--- src/rtl/mem_port_arbiter.sv ---
// Single-port memory arbiter: shares one fixed-latency backing memory between
// instruction fetch and the data stage, one transaction at a time.
module mem_port_arbiter #(
   parameter int MEM_LAT    = 2,
   parameter int MEM_BYTES  = 1024,
   parameter int STARVE_MAX = 4
) (
   input  logic        clock,
   input  logic        resetting,
   // fetch port
   input  logic        if_req,
   input  logic [63:0] if_addr,
   input  logic        if_flush,
   output logic        if_ready,
   output logic        if_rvalid,
   output logic [63:0] if_rdata,
   output logic        if_error,
   // data port
   input  logic        dm_req,
   input  logic        dm_we,
   input  logic [63:0] dm_addr,
   input  logic [63:0] dm_wdata,
   output logic        dm_ready,
   output logic        dm_rvalid,
   output logic [63:0] dm_rdata,
   output logic        dm_error,
   // backing memory
   output logic        mem_en,
   output logic        mem_we,
   output logic [63:0] mem_addr,
   output logic [63:0] mem_wdata,
   input  logic [63:0] mem_rdata,
   output logic        busy
);

   localparam int LAT_W = $clog2(MEM_LAT + 1);
   localparam int SW    = $clog2(STARVE_MAX + 1);

   typedef enum logic [1:0] {IDLE, ISSUE, WAIT, RESP} state_t;

   state_t            state, state_nxt;
   logic              owner_dm;     // 1 = data stage owns the current transaction
   logic              kill;
   logic [LAT_W-1:0]  lat_cnt;
   logic [SW-1:0]     starve;
   logic              grant_if, grant_dm, acc_err, capture;
   logic [63:0]       acc_addr;

   // Data wins unless fetch has already lost STARVE_MAX times in a row.
   always_comb begin
      grant_dm = (state == IDLE) && dm_req && !(if_req && starve == SW'(STARVE_MAX));
      grant_if = (state == IDLE) && if_req && !grant_dm;
      acc_addr = grant_dm ? dm_addr : if_addr;
      acc_err  = (acc_addr >= 64'(MEM_BYTES));
   end

   // WAIT spans the MEM_LAT cycles after the strobe; its last cycle samples mem_rdata.
   assign capture = (state == WAIT) && (lat_cnt == '0);

   always_ff @(posedge clock or negedge resetting) begin
      if (!resetting) state <= IDLE;
      else            state <= state_nxt;
   end

   always_comb begin
      // NOTE: every output of this block gets a default first so no latch is inferred.
      state_nxt = state;
      if_ready  = 1'b0;
      dm_ready  = 1'b0;
      if_rvalid = 1'b0;
      dm_rvalid = 1'b0;
      mem_en    = 1'b0;
      busy      = (state != IDLE);
      case (state)
         IDLE: begin
            // Readies are gated by reset so every output reads 0 while it is held.
            if_ready = grant_if & resetting;
            dm_ready = grant_dm & resetting;
            if (grant_if || grant_dm) state_nxt = acc_err ? RESP : ISSUE;
         end
         ISSUE: begin
            mem_en    = 1'b1;
            state_nxt = WAIT;
         end
         WAIT: if (capture) state_nxt = RESP;
         RESP: begin
            // A flush in the response cycle itself still suppresses the fetch pulse.
            if_rvalid = !owner_dm && !kill && !if_flush;
            dm_rvalid = owner_dm;
            state_nxt = IDLE;
         end
         default: state_nxt = IDLE;
      endcase
   end

   always_ff @(posedge clock or negedge resetting) begin
      // NOTE: all state here uses non-blocking assignments and is async-reset to 0.
      if (!resetting) begin
         owner_dm  <= 1'b0;
         kill      <= 1'b0;
         lat_cnt   <= '0;
         starve    <= '0;
         mem_we    <= 1'b0;
         mem_addr  <= '0;
         mem_wdata <= '0;
         if_rdata  <= '0;
         if_error  <= 1'b0;
         dm_rdata  <= '0;
         dm_error  <= 1'b0;
      end else begin
         if (state == IDLE) begin
            if (!if_req || grant_if)                        starve <= '0;
            else if (grant_dm && starve != SW'(STARVE_MAX)) starve <= starve + 1'b1;
         end

         if (grant_if || grant_dm) begin
            owner_dm  <= grant_dm;
            kill      <= 1'b0;
            mem_we    <= grant_dm & dm_we;
            mem_addr  <= acc_addr;
            mem_wdata <= grant_dm ? dm_wdata : '0;
            if (acc_err) begin
               if (grant_dm) begin
                  dm_rdata <= '0;
                  dm_error <= 1'b1;
               end else begin
                  if_rdata <= '0;
                  if_error <= 1'b1;
               end
            end
         end

         if (state != IDLE && !owner_dm && if_flush) kill <= 1'b1;

         if (state == ISSUE)                         lat_cnt <= LAT_W'(MEM_LAT - 1);
         else if (state == WAIT && lat_cnt != '0)    lat_cnt <= lat_cnt - 1'b1;

         if (capture) begin
            if (owner_dm) begin
               dm_rdata <= mem_we ? '0 : mem_rdata;
               dm_error <= 1'b0;
            end else begin
               if_rdata <= mem_rdata;
               if_error <= 1'b0;
            end
         end
      end
   end

endmodule

--- config.mk ---
export PLATFORM = sky130hd
export DESIGN_NAME = mem_port_arbiter
export DESIGN_NICKNAME = d
export VERILOG_FILES = /design/src/rtl/mem_port_arbiter.sv
export SDC_FILE = /design/constraint.sdc
export NUM_CORES = 1
export LEC_CHECK = 0
export CAP_MARGIN = 30
export CORE_AREA = 4 4 201 203
export CTS_CLUSTER_DIAMETER = 120
export DETAILED_ROUTE_END_ITERATION = 10
export DIE_AREA = 0 0 205 207
export PLACE_DENSITY = 0.67
export SLEW_MARGIN = 20
export SYNTH_ARGS = -nofsm -noshare
export SYNTH_HDL_FRONTEND = slang
export SYNTH_SLANG_ARGS = --single-unit
--- constraint.sdc ---
create_clock -name clock -period 2.94 [get_ports clock]
set_input_delay 0.441 -clock clock [delete_from_list [all_inputs] [get_ports clock]]
set_output_delay 0.441 -clock clock [all_outputs]
set_load 0.005 [all_outputs]
==> results of run 1 <==
## cell families (layout without fill, tap and decap cells)
family	after synthesis	count (layout)	synth area share, %
flops	268	268	59.1
compound gates	277	277	15.8
buf+inv	94	623	3.82
simple gates	396	396	14.5
mux	65	65	5.75
fa+ha+maj	8	8	0.883
xor+xnor	1	1	0.0773
other cells	0	3	0
## synthesized netlist by cell type, types with 2 or more instances
cell        n
nand2_1   329
dfrtp_1   268
o21ai_0   133
a32o_1     64
mux2i_1    64
a21oi_1    59
clkbuf_1   51
nor4_1     27
buf_2      22
inv_1       9
ha_1        8
nor2_1      8
a21oi_2     6
buf_6       6
nor3_1      6
nand3_1     5
buf_1       4
nand4_1     4
and2_1      3
and4_1      3
a211oi_1    2
a21o_1      2
and3_1      2
buf_4       2
nor3b_1     2
nor4b_1     2
o21a_1      2
## path summary, 6_finish.rpt
kind                              start            end  slack [ns]  cells after the start
setup / recovery               owner_dm      if_rvalid        0.24                      3
hold / removal             dm_wdata[56]  mem_wdata[56]        0.42                      3
setup reg to reg               state[0]       state[1]        0.61                      9
hold reg to reg                if_error       if_error        0.50                      1
max in group asynchronous     resetting   mem_addr[40]        1.28                      4
min in group asynchronous     resetting     lat_cnt[1]        0.59                      3
## flip-flops by register name (all words and copies together), names as in the netlist
signal / flops
mem_wdata: 64
if_error: 1
state: 2
owner_dm: 1
starve: 3
dm_rdata: 64
mem_addr: 64
if_rdata: 64
kill: 1
mem_we: 1
dm_error: 1
lat_cnt: 2
## worst max-delay path, stage by stage, from the launching register on
cell	delay [ns]
dfrtp_1	0.38
buf_4	0.15
nor4b_2	0.54
clkdlybuf4s50_1	0.62
## power by group
part	switching (mW)	internal, mW
clock	1.59	2.70
combinational	3.28	4.51
sequential	0.999	5.42
total	5.87	12.6
## area by class of cell
cell class / instances / area share (%)
sequential: 268 / 36.4
timing repair buffer: 558 / 30.6
multi-input combinational: 747 / 23.1
clock buffer: 36 / 4.46
tap: 518 / 3.51
clock inverter: 20 / 1.72
inverter: 9 / 0.183
antenna: 3 / 0.0407
## what timing repair did
action                                 CTS  global route
hold buffers                             1             0
gates resized for setup                  5             0
setup endpoints to repair                3             0
setup buffers                            0             0
endpoints found under the hold margin   68             0
## per-layer routing
layer	global-route usage, %	routed length, um	vias to the layer above
li1	-	-	4887
met1	22.2	15800	5063
met2	33.6	21600	479
met3	4.74	3640	100
met4	10.3	2430	0
met5	0	0	-
## stage by stage
stage / util (%) / cells
2_1_floorplan: - / 1109
3_3_place_gp: 44.9 / 2099
3_5_place_dp: 44.9 / 2099
4_1_cts: 47.9 / 2156
5_1_grt: 48.0 / 2159
6_report: 48.0 / 2159
==> metrics.csv, run 1 <==
metric;value;unit
synth_warnings;0;
grt_max_degree;183;
period_minus_slack;2.70;ns
finClkSkew;0.0401;ns
relSlewSlack;41.9;%
routabilityCongestion;0.871;
via_count;10500;
ys_seq_elements;268;
synth-main-ff-cell;dfrtp_1;
die_w;205;um
yosys.area.top_type;dfrtp_1;
dieArea;42400;um2
clockBufferDepth;3;
rsz0062_at_grt;no;
cp_max_fo;4;
synth_top_area_share;59.1;%
fmax;0.370;GHz
synth_edf_count;0;
fin_area;18400;um2
post-route-period-util;91.8;%
cts_made_buffers;30;
grt_pass1_wl;65.3;mm
place.detailed.hpwl;32.5;mm
clock_latency;0.58;ns
antenna_found_initial;4;
whs;0.416;ns
drc;0;
critPathKind;reg -> out;
leakagePower;7.89;nW
dieHeight;207;um
grt.overflow.total;0;
clock_sinks;268;
fill_cells;3536;
syn_to_final_growth;62.7;%
nets;1884;
setup_viol;0;
power;18.5;mW
maxCapViolations;0;
required;2.50;ns
dp_slack;0.0220;ns
ioPinCount;527;
initial_core_util;29.5;%
syn_nets;1379;
root_buffer;clkbuf_16;
netlist_area;11300;um2
outcome;finished, final reports clean;
setup_tns;0;ns
synthCells;1109;
multi_input_area;4260;um2
drive_above_1_share;6.47;%
core;38500;um2
row_count;72;
yosys-top-cells-area;dfrtp_1 59%, nand2_1 11%, o21ai_0 5.9%, a32o_1 5.6%, mux2i_1 5.6%;
worst_setup_path_end_kind;output pin;
worst_slew_pin_slew;0.872;ns
synthArstFlopShare;100;%
drt_iter0_markers;608;
grt_use_total;19.5;%
worst_ep_arrival_time;2.26;ns
ff_latch_area;6710;um2
hold_violations;0;
setup_slack;0.240;ns
place_area;17300;um2
grt_pass1_vias;10900;
startpoint_type;register;
slew_violations;0;
layout_commonest_cell;clkdlybuf4s50_1;
wirelength;43.5;mm
synth.avg_cell_area;10.2;um2
htreeDepth;1;
hold_class;in -> reg;
viasPerCell;4.88;
wl_per_cell;20.2;um
cts_tree;built;
clk_pin_slew;0.06;ns
yosysSeqAreaShare;59.1;%
ant_nets;0;
synth_cell_types;43;
final_cell_mix;523 x clkdlybuf4s50_1, 328 x nand2_1, 268 x dfrtp_1, 133 x o21ai_0;
power_per_cell_area;1000;nW/um2
io_buffers;526;
ir_drop;446;uV
drt-pass1-iter-count;5;
Power figures use the tool's default switching activity.
==> run 2, diff against run 1 <==
--- a/config.mk
+++ b/config.mk
@@ -6,10 +6,10 @@
 export NUM_CORES = 1
 export LEC_CHECK = 0
 export CAP_MARGIN = 30
-export CORE_AREA = 4 4 201 203
+export CORE_AREA = 4 4 202 204
 export CTS_CLUSTER_DIAMETER = 120
 export DETAILED_ROUTE_END_ITERATION = 10
-export DIE_AREA = 0 0 205 207
+export DIE_AREA = 0 0 206 208
 export PLACE_DENSITY = 0.67
 export SLEW_MARGIN = 20
 export SYNTH_ARGS = -nofsm -noshare
==> constraint.sdc (replaced) <==
create_clock -name clock -period 2.85 [get_ports clock]
set_input_delay 0.4275 -clock clock [delete_from_list [all_inputs] [get_ports clock]]
set_output_delay 0.4275 -clock clock [all_outputs]
set_load 0.005 [all_outputs]
==> run 2 against run 1 <==
Compared with the run above: sequential cell count is the same; die area increased by 0.97%; critical path depth grew 2; non-clock buffer count increased by 9; hold slack got worse by 0.0028 ns; count of clock-buffer cells in the layout rose by 6; sequential share of layout area rose by 0.29 points; sequential power increased by 3%; global-route usage fell by 0.53 points; critical path type unchanged; critical endpoint unchanged; highest routed layer unchanged.
==> metrics.csv, run 2 (synthesis gave the netlist of run 1 again) <==
metric;value;unit;change
routabilityCongestion;0.935;;was 0.871
wl_met1;15.6;mm;was 15.8 mm
clock_sinks;268;;unchanged
required;2.42;ns;was 2.50 ns
post-route-period-util;95.0;%;
cp_max_fo;4;;unchanged
row_count;73;;was 72
via_count;10600;;was 10500
drt-pass1-iter-count;5;;unchanged
relSlewSlack;34.9;%;was 41.9%
critPathKind;reg -> out;;unchanged
multi_input_area;4260;um2;about the same
fmax;0.369;GHz;
grt_pass1_vias;11000;;was 10900
layout_commonest_cell;clkdlybuf4s50_1;;unchanged
cts_tree;built;;unchanged
dieHeight;208;um;was 207 um
setup_slack;0.143;ns;was 0.240 ns
grt.overflow.total;0;;unchanged
grt_use_total;19.0;%;was 19.5%
wirelength;42.8;mm;was 43.5 mm
htreeDepth;1;;unchanged
io_buffers;526;;unchanged
nets;1893;;was 1884
cts_made_buffers;30;;unchanged
die_w;206;um;was 205 um
fill_cells;3659;;was 3536
dieArea;42800;um2;was 42400 um2
worst_ep_arrival_time;2.28;ns;was 2.26 ns
fin_area;18300;um2;was 18400 um2
drt_iter0_markers;590;;was 608
power_per_cell_area;1000;nW/um2;about the same
grt_max_degree;185;;was 183
ff_latch_area;6710;um2;unchanged
wl_per_cell;19.7;um;was 20.2 um
initial_core_util;28.9;%;was 29.5%
grt_pass1_wl;64.5;mm;was 65.3 mm
ant_nets;0;;unchanged
worst_setup_path_end_kind;output pin;;unchanged
setup_tns;0;ns;unchanged
place.detailed.hpwl;31.7;mm;was 32.5 mm
clk_pin_slew;0.06;ns;about the same
drc;0;;unchanged
maxCapViolations;0;;unchanged
drive_above_1_share;6.52;%;was 6.47%
viasPerCell;4.88;;about the same
clock_latency;0.57;ns;was 0.58 ns
routed.top_layer;met4;;unchanged
setup_viol;0;;unchanged
hold_violations;0;;unchanged
antenna_found_initial;3;;was 4
ioPinCount;527;;unchanged
outcome;finished, final reports clean;;unchanged
root_buffer;clkbuf_16;;unchanged
utilization;46.6;%;was 48.0%
routed-wl-met3;3.74;mm;was 3.64 mm
core;39300;um2;was 38500 um2
clockBufferDepth;3;;unchanged
syn_to_final_growth;61.4;%;was 62.7%
startpoint_type;register;;unchanged
dp_slack;-0.0805;ns;was 0.0220 ns
finClkSkew;0.0298;ns;was 0.0401 ns
final_cell_mix;523 x clkdlybuf4s50_1, 328 x nand2_1, 268 x dfrtp_1, 133 x o21ai_0;;unchanged
place_area;17300;um2;about the same
met2_length;21.7;mm;was 21.6 mm
slew_violations;0;;unchanged
leakagePower;7.83;nW;was 7.89 nW
period_minus_slack;2.71;ns;
ir_drop;488;uV;was 446 uV
hold_class;in -> reg;;unchanged
worst_slew_pin_slew;0.976;ns;was 0.872 ns
==> run 2: changes by cell type in the layout (fill, tap and decap cells not counted), moves of 2 or more <==
cell and change:
buf_4 +9, bufinv_16 -8, clkbuf_1 +5, clkinv_2 -2, inv_1 -2, inv_2 +2
==> run 2: per-layer routing <==
metal / up-vias / GRT usage (%)
li1: 4918 / -
met1: 5109 / 21.5
met2: 471 / 33.5
met3: 80 / 5.24
met4: 0 / 7.76
met5: - / 0
==> run 2: what timing repair did <==
action	4_1_cts	5_1_grt
buffers inserted	0	5
hold buffers	1	0
endpoints found under the setup margin	2	1
pin swaps	0	1
endpoints found under the hold margin	40	0
resized for setup	3	4
==> run 2: cell type report <==
type                            instances  area share, %
Clock inverter                          9          0.321
Inverter                                9          0.185
Timing Repair Buffer                  567           31.3
Tap cell                              525           3.59
Sequential cell                       268           36.6
Clock buffer                           42           4.68
Multi-Input combinational cell        747           23.3
Antenna cell                            2         0.0273
==> run 2: where the power goes <==
| part | internal [mW] | leakage (nW) | switching, mW |
|---|---|---|---|
| combinational | 4.70 | 3.88 | 3.38 |
| sequential | 5.60 | 3.49 | 1.03 |
| clock | 2.07 | 0.454 | 1.54 |
==> run 2: metrics by stage <==
stage | hold WS, ns | std cells | power (mW)
global placement | 0.479 | 2109 | 14.5
global route | 0.402 | 2169 | 19.5
detailed placement | 0.481 | 2109 | 14.8
finish | 0.413 | 2169 | 18.3
CTS | 0.379 | 2161 | 18.5
floorplan | 0.132 | 1109 | 9.48
==> run 2: worst max-delay path: stages, from the launching register on <==
cell	delay (ns)
dfrtp_1	0.41
buf_4	0.13
ha_1	0.14
nor4b_1	0.32
buf_4	0.18
clkdlybuf4s50_1	0.52
==> run 2: worst paths after layout <==
| check | start | end | slack (ns) | depth (start not counted) |
|---|---|---|---|---|
| setup reg to reg | state[0] | if_rdata[20] | 0.61 | 7 |
| max in group asynchronous | resetting | mem_wdata[37] | 1.20 | 5 |
| min in group asynchronous | resetting | dm_error | 0.59 | 3 |
| setup / recovery | state[0] | if_rvalid | 0.14 | 5 |
| hold / removal | dm_wdata[55] | mem_wdata[55] | 0.41 | 3 |
| hold reg to reg | if_error | if_error | 0.51 | 1 |
==> run 3, diff against run 2 <==
--- a/config.mk
+++ b/config.mk
@@ -8,6 +8,7 @@
 export CAP_MARGIN = 30
 export CORE_AREA = 4 4 202 204
 export CTS_CLUSTER_DIAMETER = 120
+export CTS_CLUSTER_SIZE = 25
 export DETAILED_ROUTE_END_ITERATION = 10
 export DIE_AREA = 0 0 206 208
 export PLACE_DENSITY = 0.67
==> run 3 against run 2 <==
Compared with the run above: the flow now finishes with violations (hold timing); clock skew decreased by 0.017 ns; final cell count down 1.5%; total power is 7.7% lower; non-clock buffer count rose by 1; via count down 1.8%; hold slack lost 0.44 ns; maximum frequency grew 2.1%; register-to-register slack about the same; worst setup slack improved by 0.055 ns; clock power down 39%; sequential share of layout area up 1.0 points; critical path type unchanged; critical endpoint unchanged; largest power group unchanged.
==> metrics.csv, run 3 (synthesis gave the netlist of run 1 again) <==
metric;value;unit;change
outcome;finished, violations left;;was finished, final reports clean
violations;hold timing;;
reg2regPathDepth;8;;was 7
worst_path_max_delay_cell;clkdlybuf4s50_1;;unchanged
ir_drop;571;uV;was 488 uV
setup_viol;0;;unchanged
maxCapViolations;0;;unchanged
slew_violations;0;;unchanged
cts_made_buffers;14;;was 30
crit_chain;buf_4 > buf_4 > ha_1 > nor4b_2 > buf_4 > clkdlybuf4s50_1;;was buf_4 > ha_1 > nor4b_1 > buf_4 > clkdlybuf4s50_1
antenna_found_initial;3;;unchanged
final_cell_mix;523 x clkdlybuf4s50_1, 328 x nand2_1, 268 x dfrtp_1, 133 x o21ai_0;;unchanged
initial_core_util;28.9;%;unchanged
io_buffers;526;;unchanged
worst_slew_pin_slew;1.05;ns;was 0.976 ns
syn_to_final_growth;57.0;%;was 61.4%
power;16.9;mW;was 18.3 mW
grt.overflow.total;0;;unchanged
via_count;10400;;was 10600
period_minus_slack;2.65;ns;was 2.71 ns
grt_use_total;18.8;%;was 19.0%
place_area;17300;um2;unchanged
setup_slack;0.198;ns;was 0.143 ns
clock_latency;0.50;ns;was 0.57 ns
setup_tns;0;ns;unchanged
routabilityCongestion;0.935;;unchanged
crit_path_max_incr_delay;0.52;ns;about the same
grt_max_degree;185;;unchanged
grt_pass1_wl;63.6;mm;was 64.5 mm
relSlewSlack;30.1;%;was 34.9%
htreeDepth;1;;unchanged
hold_violations;5;;was 0
rsz0062_at_grt;no;;
drt_iter0_markers;562;;was 590
critPathKind;reg -> out;;unchanged
cts.hold.buffers_added;0;;was 1
whs;-0.0268;ns;was 0.413 ns
crit_top_cell;buf_4;;unchanged
dieHeight;208;um;unchanged
ant_nets;0;;unchanged
clockBufferDepth;3;;unchanged
clock_sinks;268;;unchanged
viasPerCell;4.86;;was 4.88
finClkSkew;0.0128;ns;was 0.0298 ns
drt-pass1-iter-count;5;;unchanged
hold_class;in -> async;;was in -> reg
dieArea;42800;um2;unchanged
worst_setup_path_end_kind;output pin;;unchanged
place.detailed.hpwl;31.7;mm;unchanged
leakagePower;7.57;nW;was 7.83 nW
drive_above_1_share;5.10;%;was 6.52%
cts_tree;built;;unchanged
fin_area;17800;um2;was 18300 um2
nets;1878;;was 1893
power_per_cell_area;950;nW/um2;was 1000 nW/um2
die_w;206;um;unchanged
layout_commonest_cell;clkdlybuf4s50_1;;unchanged
root_buffer;clkbuf_16;;unchanged
dp_slack;-0.0805;ns;unchanged
clk_pin_slew;0.10;ns;was 0.06 ns
fmax;0.377;GHz;was 0.369 GHz
cp_max_fo;4;;unchanged
row_count;73;;unchanged
wl_per_cell;19.9;um;was 19.7 um
startpoint_type;register;;unchanged
core;39300;um2;unchanged
drc;0;;unchanged
required;2.42;ns;about the same
startpoint;state[0];;unchanged
worst_ep_arrival_time;2.22;ns;was 2.28 ns
post-route-period-util;93.1;%;was 95.0%
wirelength;42.4;mm;was 42.8 mm
ioPinCount;527;;unchanged
grt_pass1_vias;10800;;was 11000
r2r_start;state[1];;was state[0]
==> run 3: worst paths after layout <==
| check | endpoint | slack, ns |
|---|---|---|
| hold reg to reg | if_error | 0.51 |
| hold / removal | dm_error | -0.03 |
| max in group asynchronous | mem_wdata[29] | 1.80 |
| setup reg to reg | state[1] | 0.62 |
| setup / recovery | if_rvalid | 0.20 |
| min in group clock | mem_wdata[12] | 0.46 |
==> run 3: critical path: cells and delay by family (launching register included) <==
family	cells	cell delay [ns]
DFF	1	0.43
buffers and inverters	4	0.91
and+or+nand+nor	1	0.25
adders and majority gates	1	0.14
==> run 3: final cells by class <==
cell class	count	area [um2]
timing repair buffer	568	5730
inverter	9	33.8
fill	3691	21500
clock inverter	1	7.51
sequential	268	6710
multi-input combinational	747	4270
antenna	2	5.00
tap	525	657
clock buffer	16	389
==> run 3: timing repair <==
item | in CTS | in global routing
gates resized for setup | 3 | 5
setup endpoints to repair | 2 | 1
pin swaps | 0 | 1
buffers inserted | 0 | 7
cloned | 0 | 0
endpoints found under the hold margin | 0 | 0
==> run 3: power by group <==
group | total [mW] | switching [mW] | internal (mW)
Combinational | 8.09 | 3.38 | 4.71
Sequential | 6.60 | 1.03 | 5.57
Clock | 2.22 | 1.24 | 0.980
==> run 3: metal layers <==
metal / vias up / share of wire [%] / GRT usage, %
met1: 5007 / 36 / 21.1
li1: 4865 / - / -
met4: 0 / 4.2 / 7.37
met3: 69 / 8.5 / 5.08
met5: - / 0 / 0
met2: 450 / 51 / 33.6
==> run 3: stage by stage <==
step,utilization (%),hold slack [ns],cells
after detailed placement,44.0,0.481,2109
after global routing,45.3,0.0344,2136
final,45.3,-0.0268,2136
after CTS,45.1,0.0112,2126
after global placement,44.0,0.479,2109
after floorplan,-,0.132,1109
